File: src/rtl/serial_pkg.sv
// rtl/serial_pkg.sv - shared frame constants and FSM encoding for the serial link
package serial_pkg;

   localparam int FRAME_BITS = 8;
   localparam int CNT_W      = $clog2(FRAME_BITS);

   typedef enum logic {
      IDLE  = 1'b0,
      SHIFT = 1'b1
   } state_t;

endpackage

File: src/rtl/bit_counter.sv
// rtl/bit_counter.sv - frame bit counter with clear, load-to-1, increment and last-bit flag
module bit_counter
   import serial_pkg::*;
#(
   parameter int WIDTH = CNT_W,
   parameter int LAST  = FRAME_BITS - 1
) (
   input  logic             clock,
   input  logic             reset,
   input  logic             clear,
   input  logic             load,
   input  logic             inc,
   output logic [WIDTH-1:0] count,
   output logic             last
);

   always_ff @(posedge clock or posedge reset) begin
      if (reset) begin
         count <= '0;
      end else if (clear) begin
         count <= '0;
      end else if (load) begin
         count <= WIDTH'(1);
      end else if (inc) begin
         count <= count + 1'b1;
      end
   end

   assign last = (count == WIDTH'(LAST));

endmodule

File: src/rtl/serial_decoder.sv
// rtl/serial_decoder.sv - LSB-first serial-to-byte decoder with one-deep output hold and sticky error flags
module serial_decoder
   import serial_pkg::*;
#(
   parameter int FRAME_BITS = serial_pkg::FRAME_BITS
) (
   input  logic                  clock,
   input  logic                  reset,
   input  logic                  serialIn,
   input  logic                  frameStart,
   input  logic                  messageReady,
   input  logic                  clearFlags,
   output logic [FRAME_BITS-1:0] message,
   output logic                  messageValid,
   output logic                  overrun,
   output logic                  frameError
);

   localparam int CW = $clog2(FRAME_BITS);

   state_t                state, state_next;
   logic [CW-1:0]         count;
   logic                  last;
   logic                  cnt_clear, cnt_load, cnt_inc;
   logic                  start, capture, complete, abort;
   logic [FRAME_BITS-1:0] shreg;
   logic [FRAME_BITS-1:0] completed_byte;

   bit_counter #(
      .WIDTH (CW),
      .LAST  (FRAME_BITS - 1)
   ) u_bit_counter (
      .clock (clock),
      .reset (reset),
      .clear (cnt_clear),
      .load  (cnt_load),
      .inc   (cnt_inc),
      .count (count),
      .last  (last)
   );

   always_ff @(posedge clock or posedge reset) begin
      if (reset) begin
         state <= IDLE;
      end else begin
         state <= state_next;
      end
   end

   always_comb begin
      state_next = state;
      case (state)
         IDLE:    state_next = frameStart ? SHIFT : IDLE;
         SHIFT:   state_next = frameStart ? SHIFT : (last ? IDLE : SHIFT);
         default: state_next = IDLE;
      endcase
   end

   // A frameStart inside a frame restarts rather than completes, even on the last bit.
   always_comb begin
      cnt_clear = 1'b0;
      cnt_load  = 1'b0;
      cnt_inc   = 1'b0;
      start     = 1'b0;
      capture   = 1'b0;
      complete  = 1'b0;
      abort     = 1'b0;
      case (state)
         IDLE: begin
            if (frameStart) begin
               start    = 1'b1;
               cnt_load = 1'b1;
            end
         end
         SHIFT: begin
            if (frameStart) begin
               start    = 1'b1;
               abort    = 1'b1;
               cnt_load = 1'b1;
            end else if (last) begin
               complete  = 1'b1;
               cnt_clear = 1'b1;
            end else begin
               capture = 1'b1;
               cnt_inc = 1'b1;
            end
         end
         default: ;
      endcase
   end

   // The final bit goes straight into the output register instead of through shreg.
   always_comb begin
      completed_byte                 = shreg;
      completed_byte[FRAME_BITS-1]   = serialIn;
   end

   always_ff @(posedge clock or posedge reset) begin
      if (reset) begin
         shreg        <= '0;
         message      <= '0;
         messageValid <= 1'b0;
         overrun      <= 1'b0;
         frameError   <= 1'b0;
      end else begin
         if (start) begin
            shreg <= {{(FRAME_BITS-1){1'b0}}, serialIn};
         end else if (capture) begin
            shreg[count] <= serialIn;
         end

         if (complete && (!messageValid || messageReady)) begin
            message      <= completed_byte;
            messageValid <= 1'b1;
         end else if (messageValid && messageReady) begin
            messageValid <= 1'b0;
         end

         if (complete && messageValid && !messageReady) begin
            overrun <= 1'b1;
         end else if (clearFlags) begin
            overrun <= 1'b0;
         end

         if (abort) begin
            frameError <= 1'b1;
         end else if (clearFlags) begin
            frameError <= 1'b0;
         end
      end
   end

endmodule
File: config.mk
export PLATFORM = sky130hd
export DESIGN_NAME = serial_decoder
export DESIGN_NICKNAME = d
export VERILOG_FILES = /design/src/rtl/serial_pkg.sv /design/src/rtl/bit_counter.sv /design/src/rtl/serial_decoder.sv
export SDC_FILE = /design/constraint.sdc
export NUM_CORES = 1
export LEC_CHECK = 0
export CORE_MARGIN = 1.5
export CORE_UTILIZATION = 42
export CTS_CLUSTER_DIAMETER = 150
export DETAILED_ROUTE_END_ITERATION = 7
export GPL_TIMING_DRIVEN = 0
export HOLD_SLACK_MARGIN = 0.05
export MAX_ROUTING_LAYER = met4
export PLACE_DENSITY = 0.65
export SYNTH_ARGS = -nofsm -noshare
export SYNTH_HDL_FRONTEND = slang
export SYNTH_HIERARCHICAL = 1
export SYNTH_SLANG_ARGS = --single-unit
File: constraint.sdc
create_clock -name clock -period 2.3 [get_ports clock]
set_clock_uncertainty 0.15 [all_clocks]
set_input_delay 0.23 -clock clock [delete_from_list [all_inputs] [get_ports clock]]
set_output_delay 0.23 -clock clock [all_outputs]
set_load 0.02 [all_outputs]
==> impl_metrics.yaml, run 1 <==
setup_path:
  crit_arrival_ns: 2.08
  crit_path_end_kind: "flop"
  critPathMaxStageDelay_ns: 0.48
  path_delay_family: "simple AND/OR/NAND/NOR gates"
  required_ns: 2.34
  critPathMostFrequentCell: "ha_1"
  critPathKind: "flop to flop"
  crit_chain: "ha_1 -> ha_1 -> nor2b_2 -> nor2b_1 -> mux2i_1 -> nor3_1"
  crit_slowest_cell: "dfrtp_1"
  rrSetupSlack_ns: 0.26
  critPathBufInv: 0
  startpoint_type: "flop"
  critical_path.max_fanout: 6
detailed_routing:
  antenna_left: 0
  wl_per_cell_um: 12.4
  dr.first_iter.drc_count: 4
  drc_errors: 0
  routed_wl_um: 1610
  drt_pass1_iterations: 3
  vias: 624
  vias_per_cell: 4.80
cts:
  h-tree-depth: 1
  hold_buffers: 1
  root_buffer: "clkbuf_4"
  cts_tree: "done"
  clk_latency_ns: 0.31
  cts_sinks: 22
  cts_setup_buffers: 0
  cts_made_buffers: 3
  clk_pin_slew_ns: 0.13
  cts_buffer_depth: 2
  post_cts_resize_count: 0
global_route:
  grt_usage: 0.151
  antenna_found_initial: 0
  grt_pass1_wl_um: 2920
  grt_pass1_vias: 665
  grt_max_degree: 20
  grt-ovfl-total: 0
floorplan:
  io_pins: 17
  die_area_sq_mm: 0.00278
  num_rows: 17
  fp.dieH_um: 52.7
  die_x_um: 52.7
  core-area_sq_mm: 0.00228
  initial_core_util: 0.456
logic_synthesis:
  netlist.area_leader.share: 0.530
  synth_area_sq_mm: 0.00104
  ys_ff_latch: 22
  synth_seq_area_share: 0.530
  synth_area_leaders: "dfrtp_1 (53%), mux2_4 (13%), mux2i_1 (7.7%)"
  synthesis.nets: 89
  synth_cells: 81
  yosys.area.top_type: "dfrtp_1"
  yosys.cell_types.count: 22
  yosys_warnings: 6
  syn_avg_cell_area_sq_um: 12.8
pwr:
  power_frac_clock: 0.324
  p_switching_uw: 217
  switching_share: 0.240
  powerDensity_mw_per_mm2: 699
  irDropWorstVdd_uv: 380
  p_leak_uw: 0.000643
  p_int_uw: 689
  seq_power_share: 0.491
  pwr-share-comb: 0.185
timing:
  layout_worst_path_cycle_share: 0.887
  max-slew-margin-rel: 0.534
  worst_slew_pin_slew_ns: 0.698
  setup_viol: 0
  tns_ns: 0
  hold_violations: 0
  maxSlewViolCount: 0
  fmax_ghz: 0.490
  rsz0062_at_grt: "false"
  post-route-min-period_ns: 2.04
placed_design:
  place.gp.congestion: 0.699
  dp_hpwl_um: 1200
  io_buffer_count: 16
  placed_cells: 125
outcome:
  outcome: "completed"
final_layout:
  antenna_cells: 0
  drive_above_1_share: 0.186
  stdcell_count: 130
  area_growth_pct: 24.8
  fin_nets: 111
flow_run:
  cap_violations: 0
hold_path:
  hold_class: "input port to flop"
[power by group through the flow]
stage,combinational [uW],clock [uW],sequential (uW)
after detailed placement,169,0,452
after floorplan,91.7,0,468
after global placement,167,0,451
final,168,293,444
after CTS,170,305,445
after global routing,186,319,450
[cell usage after synthesis]
cell type and n:
nor2b_1 3, buf_2 1, nor3b_2 1, mux2i_1 8, o22ai_1 1, nand2_1 4
or2_1 1, ha_1 2, mux2_4 9, nor2b_2 1, nor3_1 2, dfrtp_1 22
a21oi_1 2, o21ai_1 1, nand3_1 4, nand3b_2 1, nor2b_4 1, buf_12 1
xnor2_1 1, nand2b_1 8, inv_1 6, nor2_1 1
[worst register-to-register path: cells and delay by family, from the launching register on]
kind | cells | cell delay [ns]
AND/OR/NAND/NOR | 3 | 0.60
flip-flops | 1 | 0.48
adder cells (fa/ha/maj) | 2 | 0.46
multiplexers | 1 | 0.24
[per-stage QoR]
| step | total power, uW | instance area [sq um] | worst slack, ns | util | hold slack, ns |
|---|---|---|---|---|---|
| floorplan | 559 | 1040 | 0.454 | - | -0.166 |
| global placement | 618 | 1230 | 0.324 | 0.542 | 0.279 |
| detailed placement | 621 | 1230 | 0.309 | 0.542 | 0.289 |
| CTS | 920 | 1300 | 0.251 | 0.570 | 0.319 |
| global route | 954 | 1300 | 0.116 | 0.570 | 0.351 |
| finish | 906 | 1300 | 0.260 | 0.570 | 0.336 |
[cells in the final DEF (no fill, tap or decap), drive strengths merged]
| cell | synthesis | final |
|---|---|---|
| nor3b | 1 | 1 |
| or2 | 1 | 1 |
| nor2 | 1 | 1 |
| nor2b | 5 | 5 |
| nand2b | 8 | 8 |
| clkbuf | 0 | 3 |
| nand2 | 4 | 4 |
| xnor2 | 1 | 1 |
| nand3b | 1 | 1 |
| inv | 6 | 6 |
| o21ai | 1 | 1 |
| a21oi | 2 | 2 |
| clkdlybuf4s50 | 0 | 16 |
| dfrtp | 22 | 22 |
| bufinv | 0 | 1 |
| ha | 2 | 2 |
| nand3 | 4 | 4 |
| buf | 2 | 2 |
| dlygate4sd3 | 0 | 1 |
| mux2 | 9 | 9 |
| mux2i | 8 | 8 |
| o22ai | 1 | 1 |
| nor3 | 2 | 2 |
[cell families (layout without fill, tap and decap cells)]
kind of cell,Yosys count,count (layout),share of synthesized area
flops,22,22,0.530
xor+xnor,1,1,0.00844
simple gates,27,27,0.164
compound gates,4,4,0.0205
buf+inv,8,29,0.0458
mux,17,17,0.207
fa+ha+maj,2,2,0.0241
[sequential cells by signal, summed over array words and instances, names as in the netlist]
| register | cells |
|---|---|
| u_bit_counter/count | 3 |
| message | 8 |
| shreg | 7 |
| frameError | 1 |
| state | 1 |
| messageValid | 1 |
| overrun | 1 |
[cell type report]
class / count / area [sq um]
well taps: 28 / 35.0
plain buffers: 2 / 25.0
multi-input cells: 51 / 440
fillers: 189 / 980
clock buffers: 3 / 22.5
clock inverters: 1 / 30.0
flip-flops and latches: 22 / 551
repair buffers: 17 / 170
inverters: 6 / 22.5
[final timing paths]
kind	startpoint	end	cells after the start
min in group asynchronous	reset	u_bit_counter/count[0]	3
hold / removal	clearFlags	frameError	2
hold reg to reg	message[6]	message[6]	1
max in group asynchronous	reset	message[4]	3
setup reg to reg	u_bit_counter/count[0]	u_bit_counter/count[1]	6
setup / recovery	u_bit_counter/count[0]	u_bit_counter/count[1]	6
[metal layers]
metal | global-route usage | wire [um] | vias to the layer above
met5 | - | 0 | -
met4 | 0.0897 | 20 | 0
met3 | 0.0286 | 61 | 2
met2 | 0.221 | 738 | 11
met1 | 0.194 | 793 | 299
li1 | - | - | 312
No activity file was read; power rests on OpenSTA's default activity.
==> run 2: changes to the inputs <==
Settings changed: CORE_ASPECT_RATIO set to 0.7, SETUP_SLACK_MARGIN set to 0.02.
==> run 2 against run 1 <==
  * Routed wire length is 1.8% higher
  * Sequential power about the same
  * Clock-buffer cell count increased by 1
  * Setup slack barely moved
  * Flip-flop and latch count is the same
  * Via count grew 0.80%
  * Power shrank 9.5%
  * Global-route usage is 0.51 points lower
  * Non-clock buffer count unchanged
  * Maximum frequency about the same
  * Critical path depth stayed put
  * Largest cell class unchanged
==> impl_metrics.yaml, run 2 (same netlist as run 1, synthesis figures left out) <==
timing:
  setup_ws_ns: 0.259
  tns_ns: 0
  fmax_ghz: 0.490
  hold_violations: 0
  layout_worst_path_cycle_share: 0.887
  rsz0062_at_grt: "false"
  worst_slew_pin_slew_ns: 0.724
  maxSlewViolCount: 0
  post-route-min-period_ns: 2.04
  max-slew-margin-rel: 0.516
  setup_viol: 0
cts:
  h-tree-depth: 1
  cts_tree: "done"
  root_buffer: "clkbuf_4"
  cts_setup_buffers: 0
  hold_buffers: 1
  clk_latency_ns: 0.30
  post_cts_resize_count: 0
  cts_buffer_depth: 2
  clk_pin_slew_ns: 0.11
  cts_sinks: 22
  cts_made_buffers: 3
global_route:
  grt_pass1_wl_um: 2960
  grt-ovfl-total: 0
  grt_usage: 0.146
  grt_pass1_vias: 667
  grt_max_degree: 20
  antenna_found_initial: 0
final_layout:
  drive_above_1_share: 0.186
  fin_nets: 111
  mostFrequentLayoutCell: "dfrtp_1"
  area_growth_pct: 23.7
  antenna_cells: 0
  layout_common_cells: "dfrtp_1 (22), clkdlybuf4s50_1 (16), mux2_4 (9)"
  top_register: "message"
  largestRegisters: "message (8), shreg (7), u_bit_counter/count (3)"
  largest_reg_flops: 8
floorplan:
  fp.dieH_um: 44.6
  initial_core_util: 0.463
  io_pins: 17
  core-area_sq_mm: 0.00224
  die_area_sq_mm: 0.00278
  num_rows: 14
  die_x_um: 62.4
pwr:
  p_switching_uw: 210
  powerDensity_mw_per_mm2: 638
  power_frac_clock: 0.251
  pwr-share-comb: 0.205
  p_leak_uw: 0.000636
  irDropWorstVdd_uv: 323
  switching_share: 0.256
  seq_power_share: 0.544
  p_int_uw: 609
detailed_routing:
  drt_pass1_iterations: 4
  dr.first_iter.drc_count: 18
  vias_per_cell: 4.69
  wl_per_cell_um: 12.3
  drc_errors: 0
  routed_wl_um: 1640
  antenna_left: 0
  vias: 629
setup_path:
  r2r-start: "u_bit_counter/count[0]"
  startpoint_type: "flop"
  critPathMaxStageDelay_ns: 0.48
  crit_chain: "ha_1 -> ha_1 -> nor2b_2 -> nor2b_1 -> mux2i_1 -> nor3_1"
  required_ns: 2.34
  reg2reg_depth: 6
  critPathMostFrequentCell: "ha_1"
  critical_path.max_fanout: 6
  crit_slowest_cell: "dfrtp_1"
  rrSetupSlack_ns: 0.26
  r2r-end: "u_bit_counter/count[1]"
  crit_arrival_ns: 2.08
  crit_path_end_kind: "flop"
  critPathKind: "flop to flop"
outcome:
  outcome: "completed"
placed_design:
  dp_hpwl_um: 1190
  place.gp.congestion: 0.839
  io_buffer_count: 16
  preCtsSetupSlack_ns: 0.287
hold_path:
  min_from: "clearFlags"
  worstHoldPathCells: 2
  hold_class: "input port to flop"
  min_to: "frameError"
flow_run:
  cap_violations: 0
[run 2: cell count changes in the layout (fill, tap and decap cells not counted), sizes merged]
cell / previous run / this run
bufinv: 1 / 0
clkbuf: 3 / 4
[run 2: power groups by stage]
stage,logic (uW),registers (uW),clock network (uW)
after global routing,183,451,231
after global placement,167,451,0
after floorplan,91.7,468,0
after CTS,170,446,218
final,168,446,206
after detailed placement,168,453,0
[run 2: area by class of cell]
| class | instances | area [sq um] |
|---|---|---|
| Timing Repair Buffer | 17 | 170 |
| Tap cell | 32 | 40.0 |
| Buffer | 2 | 25.0 |
| Multi-Input combinational cell | 51 | 440 |
| Sequential cell | 22 | 551 |
| Clock buffer | 4 | 36.3 |
| Inverter | 6 | 22.5 |
| Fill cell | 205 | 957 |
[run 2: metal layers]
metal	part of all wire	wire [um]	GRT usage
met5	0	0	-
met4	0.011	18	0.0533
met3	0.052	85	0.0483
met2	0.42	698	0.226
met1	0.51	840	0.182
[run 2: how the worst max path moves through the flow]
stage | from | to | cells after the start
after floorplan | u_bit_counter/count[0] | u_bit_counter/count[1] | 6
after global placement | u_bit_counter/count[0] | u_bit_counter/count[2] | 6
after detailed placement | u_bit_counter/count[0] | u_bit_counter/count[2] | 6
after CTS | u_bit_counter/count[0] | u_bit_counter/count[2] | 6
after global routing | u_bit_counter/count[0] | u_bit_counter/count[2] | 6
final | u_bit_counter/count[0] | u_bit_counter/count[1] | 6
[run 2: worst max-delay path: cells and delay by family (launching register included)]
kind                     cells  cell delay (ns)
AND/OR/NAND/NOR              3             0.59
adder cells (fa/ha/maj)      2             0.48
flip-flops                   1             0.48
multiplexers                 1             0.23
[run 2: through the flow]
step	power, uW	hold WS, ns	std cells	utilization	area, sq um
after floorplan	559	-0.166	81	-	1040
after global placement	618	0.283	129	0.552	1240
after detailed placement	621	0.292	129	0.552	1240
after CTS	833	0.344	134	0.573	1280
after global routing	865	0.355	134	0.573	1280
final	819	0.355	134	0.573	1280
==> run 3: changes to the inputs <==
Settings changed: SLEW_MARGIN set to 20.
==> results of run 3 <==
Final layout, timing and power as in run 2 (identical DEF).
